[src/rtl/msg_pkg.sv]
// Shared types for the message output path: queued message bundle and
// the saturating statistic increment.
package msg_pkg;

   localparam int MAX_MSG_BYTES_DEF = 32;
   localparam int MSG_DATA_W        = 8 * MAX_MSG_BYTES_DEF;

   typedef struct packed {
      logic [15:0]           length;
      logic [MSG_DATA_W-1:0] data;
      logic                  error;
   } msg_t;

   function automatic logic [15:0] sat_inc16(input logic [15:0] v);
      return (v == 16'hFFFF) ? v : v + 16'd1;
   endfunction

endpackage

[src/rtl/msg_fifo.sv]
// First-word-fall-through FIFO of msg_t entries; full/empty come from
// the occupancy count so the pointers can simply wrap.
module msg_fifo
   import msg_pkg::*;
#(
   parameter int DEPTH = 4,
   localparam int AW = $clog2(DEPTH),
   localparam int LW = AW + 1
) (
   input  logic          clk,
   input  logic          rst,
   input  logic          i_push,
   input  msg_t          i_data,
   input  logic          i_pop,
   output msg_t          o_data,
   output logic          o_valid,
   output logic          o_full,
   output logic [LW-1:0] o_level
);

   logic [AW-1:0] r_wr_ptr;
   logic [AW-1:0] r_rd_ptr;
   logic [LW-1:0] r_level;
   msg_t          r_mem [DEPTH];

   logic w_pop;
   logic w_push;

   assign o_valid = (r_level != '0);
   assign o_full  = (r_level == LW'(DEPTH));
   assign o_level = r_level;
   assign o_data  = r_mem[r_rd_ptr];

   // A push into a full FIFO is only legal when the head leaves this cycle.
   assign w_pop  = i_pop & o_valid;
   assign w_push = i_push & (~o_full | w_pop);

   always_ff @(posedge clk or posedge rst) begin
      if (rst) begin
         r_wr_ptr <= '0;
         r_rd_ptr <= '0;
         r_level  <= '0;
      end else begin
         if (w_push) r_wr_ptr <= r_wr_ptr + 1'b1;
         if (w_pop)  r_rd_ptr <= r_rd_ptr + 1'b1;
         unique case ({w_push, w_pop})
            2'b10:   r_level <= r_level + 1'b1;
            2'b01:   r_level <= r_level - 1'b1;
            default: r_level <= r_level;
         endcase
      end
   end

   always_ff @(posedge clk) begin
      if (w_push) r_mem[r_wr_ptr] <= i_data;
   end

endmodule

[src/rtl/msg_out_queue.sv]
// Buffers parser message strobes, masks unused payload bytes and keeps
// saturating drop/error statistics; re-presents messages as valid/ready.
module msg_out_queue
   import msg_pkg::*;
#(
   parameter int MAX_MSG_BYTES = MAX_MSG_BYTES_DEF,
   parameter int DEPTH         = 4,
   parameter bit DROP_ERRORED  = 1'b1,
   localparam int LW = $clog2(DEPTH) + 1
) (
   input  logic                       clk,
   input  logic                       rst,
   input  logic                       in_msg_valid,
   input  logic [15:0]                in_msg_length,
   input  logic [8*MAX_MSG_BYTES-1:0] in_msg_data,
   input  logic                       in_msg_error,
   output logic                       out_valid,
   input  logic                       out_ready,
   output logic [15:0]                out_length,
   output logic [8*MAX_MSG_BYTES-1:0] out_data,
   output logic                       out_error,
   output logic [LW-1:0]              level,
   output logic [15:0]                overflow_cnt,
   output logic [15:0]                error_cnt,
   output logic                       overflow_flag
);

   logic                       w_len_over;
   logic                       w_err_q;
   logic                       w_push_req;
   logic                       w_push;
   logic                       w_pop;
   logic                       w_drop;
   logic                       w_fifo_valid;
   logic                       w_fifo_full;
   logic [LW-1:0]              w_level;
   logic [8*MAX_MSG_BYTES-1:0] w_masked;
   msg_t                       w_wr_msg;
   msg_t                       w_head;

   logic [15:0] r_ovf_cnt;
   logic [15:0] r_err_cnt;
   logic        r_ovf_flag;

   assign w_len_over = (in_msg_length > 16'(MAX_MSG_BYTES));
   assign w_err_q    = in_msg_error | (in_msg_length == 16'd0) | w_len_over;
   assign w_push_req = in_msg_valid & ~(w_err_q & DROP_ERRORED);

   assign w_pop  = w_fifo_valid & out_ready;
   assign w_push = w_push_req & (~w_fifo_full | w_pop);
   assign w_drop = w_push_req & ~w_push;

   // Oversized lengths only reach storage as errored entries; keep them raw.
   always_comb begin
      w_masked = in_msg_data;
      for (int i = 0; i < MAX_MSG_BYTES; i++) begin
         if (!w_len_over && (16'(i) >= in_msg_length))
            w_masked[8*i +: 8] = 8'h00;
      end
   end

   assign w_wr_msg = '{length: in_msg_length, data: w_masked, error: w_err_q};

   msg_fifo #(
      .DEPTH (DEPTH)
   ) u_fifo (
      .clk     (clk),
      .rst     (rst),
      .i_push  (w_push),
      .i_data  (w_wr_msg),
      .i_pop   (w_pop),
      .o_data  (w_head),
      .o_valid (w_fifo_valid),
      .o_full  (w_fifo_full),
      .o_level (w_level)
   );

   assign out_valid  = w_fifo_valid;
   assign out_length = w_fifo_valid ? w_head.length : '0;
   assign out_data   = w_fifo_valid ? w_head.data : '0;
   assign out_error  = w_fifo_valid & w_head.error;
   assign level      = w_level;

   always_ff @(posedge clk or posedge rst) begin
      if (rst) begin
         r_ovf_cnt  <= '0;
         r_err_cnt  <= '0;
         r_ovf_flag <= 1'b0;
      end else begin
         if (in_msg_valid && w_err_q) r_err_cnt <= sat_inc16(r_err_cnt);
         if (w_drop) begin
            r_ovf_cnt  <= sat_inc16(r_ovf_cnt);
            r_ovf_flag <= 1'b1;
         end
      end
   end

   assign overflow_cnt  = r_ovf_cnt;
   assign error_cnt     = r_err_cnt;
   assign overflow_flag = r_ovf_flag;

endmodule

[config.mk]
export PLATFORM = sky130hd
export DESIGN_NAME = msg_out_queue
export DESIGN_NICKNAME = d
export VERILOG_FILES = /design/src/rtl/msg_pkg.sv /design/src/rtl/msg_fifo.sv /design/src/rtl/msg_out_queue.sv
export SDC_FILE = /design/constraint.sdc
export NUM_CORES = 1
export LEC_CHECK = 0
export ABC_AREA = 1
export CORE_AREA = 2 2 427 429
export CTS_BUF_LIST = sky130_fd_sc_hd__clkbuf_8
export CTS_CLUSTER_SIZE = 20
export DETAILED_ROUTE_END_ITERATION = 10
export DIE_AREA = 0 0 429 431
export PLACE_DENSITY = 0.41
export SLEW_MARGIN = 10
export SYNTH_ARGS = -nofsm -noshare
export SYNTH_HDL_FRONTEND = slang
export SYNTH_SLANG_ARGS = --single-unit
[constraint.sdc]
create_clock -name clk -period 12.03 [get_ports clk]
set_clock_uncertainty 0.05 [all_clocks]
set_input_delay 3.609 -clock clk [delete_from_list [all_inputs] [get_ports clk]]
set_output_delay 3.609 -clock clk [all_outputs]
set_load 0.02 [all_outputs]
==> flow_metrics.env <==
export IMPL_synth_top_area_cell="edfxtp_1"
export IMPL_cts_resized=0
export IMPL_hpwl_um=95600
export IMPL_vias_per_cell=4.36
export IMPL_period_share_pct=70.2
export IMPL_synthAdderAreaFrac_pct=0.231
export IMPL_synth_compound_area_share_pct=9.12
export IMPL_run_status="complete, no violations"
export IMPL_hold_viol=0
export IMPL_yosys_area_share_xor_xnor_pct=0.583
export IMPL_cts_buffers=203
export IMPL_place_gp_congestion=0.763
export IMPL_placed_cells=6914
export IMPL_crit_required_ns=8.37
export IMPL_synthSimpleGateAreaFrac_pct=13.1
export IMPL_tightest_slew_ns=1.17
export IMPL_start_util_pct=25.9
export IMPL_grt_pass1_vias=31834
export IMPL_dp_worst_setup_slack_ns=3.80
export IMPL_synth_top_area_share_pct=70.4
export IMPL_timing_slew_headroom_pct=22.2
export IMPL_power_total_mw=13.7
export IMPL_drv_cap=0
export IMPL_synth_most_common_cell="nor2_1"
export IMPL_ys_types=34
export IMPL_fmax_ghz=0.118
export IMPL_synthMuxAreaShare_pct=0
export IMPL_io_pins=587
export IMPL_slew_viol_final=0
export IMPL_multi_input_area_um2=10800
export IMPL_period_minus_slack_ns=8.44
export IMPL_crit_fanout=146
export IMPL_final_cells=7292
export IMPL_powerDensity_nw_per_um2=233
export IMPL_track_usage_pct=16.7
export IMPL_nNetsFinal=5034
export IMPL_vias=31776
export IMPL_syn_inst=4135
export IMPL_n_fill_cell=18285
export IMPL_hold_buffers=0
export IMPL_synth_top_family_by_area="simple AND/OR/NAND/NOR gates"
export IMPL_drt_initial_drc_count=1717
export IMPL_ant_nets=0
export IMPL_ys_warn_count=0
export IMPL_cp_cell_sequence="buf_4 -> buf_12 -> nor2_1 -> nor2_1 -> o21ai_0 -> a21oi_1 -> clkdlybuf4s50_1"
export IMPL_cts_sinks=1132
export IMPL_drive_above_1_share_pct=6.40
export IMPL_crit_top_cell="nor2_1"
export IMPL_crit_buf_inv=3
export IMPL_clk_latency_ns=0.93
export IMPL_synth_edf_count=1092
export IMPL_async_flop_share_pct=3.53
export IMPL_first_pass_iters=5
export IMPL_start_kind="register"
export IMPL_irDropWorstVdd_v=0.000179
export IMPL_fin_tns_setup_ns=0
export IMPL_port_buffers=586
export IMPL_clockRootBuffer="clkbuf_8"
export IMPL_antenna_found_initial=27
export IMPL_drc=0
export IMPL_rows=156
export IMPL_regArea_um2=33800
export IMPL_crit_family="buffers and inverters"
export IMPL_wire_per_inst_um=21.7
export IMPL_critPathCaptureType="primary output"
export IMPL_slowest_delay_ns=0.87
export IMPL_seq_area_frac_synth_pct=72.5
export IMPL_yosys_top_cells_area="edfxtp_1 70%, nor2_1 11%, o21ai_0 5.9%, a21oi_1 3.0%, inv_1 2.5%"
export IMPL_min_delay_path_class="reg2reg"
export IMPL_syn_mean_instance_area_um2=11.3
export IMPL_synth_cell_area_um2=46600
export IMPL_p_leak_nw=20.8
export IMPL_synth_fp_nets=4420
export IMPL_syn_to_final_growth_pct=26.1
export IMPL_grt_overflow_total=0
export IMPL_slowest_stage="dfrtp_4"
export IMPL_clk_pin_slew_ns=0.05
export IMPL_cts_setup_buffers=0
export IMPL_htreeDepth=4
export IMPL_die_area_um2=185000
export IMPL_clock_path_buffers=3
export IMPL_die_w_um=429
export IMPL_core_um2=180000
export IMPL_grt_max_degree=233
export IMPL_synthFlopType="edfxtp_1"
export IMPL_path_class="reg2out"
export IMPL_setup_violations_final=0
export IMPL_rsz0062_at_grt="no"
export IMPL_synth_seq_cells=1132
export IMPL_fp_dieH_um=431
export IMPL_grt_pass1_wl_um=226000
export IMPL_synthTopCellsByCount="1,325 x nor2_1, 1,092 x edfxtp_1, 550 x o21ai_0, 307 x inv_1, 278 x a21oi_1"
export IMPL_cp_data_arrival_time_ns=4.78
export IMPL_finalWirelength_um=158000
export IMPL_cts_tree="yes"
export IMPL_fin_ws_ns=3.59
[stage by stage]
stage / utilization [%] / hold slack [ns] / instance area [um^2]
finish: 32.6 / 0.415 / 58800
global route: 32.6 / 0.461 / 58800
floorplan: - / 0.447 / 46600
global placement: 30.6 / 0.411 / 55100
CTS: 32.6 / 0.421 / 58700
detailed placement: 30.6 / 0.407 / 55100
[report_power, final]
group	internal (mW)	leakage, nW	switching (mW)
logic	2.15	8.38	3.83
clock network	1.65	2.11	1.63
registers	4.34	10.4	0.0911
total	8.14	20.8	5.55
[final cells by class]
class	count	area share [%]
multi-input combinational	2470	18.4
sequential	1132	57.5
clock inverter	160	1.36
clock buffer	205	4.80
antenna	13	0.0554
tap	2370	5.05
inverter	313	2.04
timing repair buffer	629	10.8
[flip-flops by register name (all words and copies together), names as in the netlist]
| signal | count |
|---|---|
| u_fifo.r_rd_ptr | 2 |
| u_fifo.o_level | 3 |
| u_fifo.r_mem | 1092 |
| error_cnt | 16 |
| u_fifo.r_wr_ptr | 2 |
| overflow_flag | 1 |
| overflow_cnt | 16 |
[per-layer routing]
metal / wire (um) / global-route usage (%)
met1: 66000 / 20.0
met2: 82100 / 30.0
met3: 6130 / 3.23
met4: 3710 / 5.21
met5: 12 / 0
[worst register-to-register path: stages, from the launching register on]
cell and delay (ns):
dfrtp_1 0.40, nor2_1 0.09, nand3_1 0.13, inv_1 0.11, nor2_1 0.27, inv_2 0.18, nor2_4 0.85, buf_12 0.61
[cell usage in the layout, fill, tap and decap left out, types with 2 or more instances in the layout]
| cell type | n |
|---|---|
| nand2_2 | 2 |
| inv_2 | 4 |
| inv_1 | 378 |
| nor2_1 | 1319 |
| clkbuf_8 | 205 |
| nor2_4 | 6 |
| xnor2_1 | 11 |
| nand2_1 | 199 |
| a21oi_2 | 4 |
| bufinv_16 | 3 |
| dfrtp_4 | 2 |
| nor3_1 | 8 |
| clkdlybuf4s50_1 | 586 |
| o21ai_1 | 8 |
| diode_2 | 13 |
| clkinv_2 | 12 |
| o21ai_0 | 550 |
| clkinv_1 | 61 |
| nand3_1 | 34 |
| dfrtp_1 | 38 |
| buf_12 | 13 |
| nand4_1 | 5 |
| buf_4 | 30 |
| xor2_1 | 20 |
| ha_1 | 7 |
| inv_6 | 4 |
| edfxtp_1 | 1092 |
| clkinv_8 | 3 |
| inv_16 | 2 |
| nand3b_1 | 2 |
| nor2_2 | 6 |
| inv_8 | 4 |
| a21oi_1 | 275 |
| nand4_2 | 2 |
| clkinvlp_4 | 2 |
| o21ai_2 | 6 |
[path summary, 6_finish.rpt]
kind	cells after the start	startpoint	end	slack [ns]
worst max-delay path	7	u_fifo.r_rd_ptr[0]	out_data[95]	3.59
worst min register to register	1	overflow_flag	overflow_flag	0.41
min in group asynchronous	3	rst	overflow_flag	3.21
max in group asynchronous	3	rst	u_fifo.r_rd_ptr[0]	8.26
worst min-delay path	1	overflow_flag	overflow_flag	0.41
worst max register to register	7	u_fifo.o_level[1]	u_fifo.r_mem[2][111]	8.65
[logic make-up after synthesis]
group | Yosys count
and+or+nand+nor | 1586
DFF | 1132
xor gates and xnor gates | 31
AOI/OAI and AO/OA | 845
buffers and inverters | 533
adders and majority gates | 8
Power figures use the tool's default switching activity.
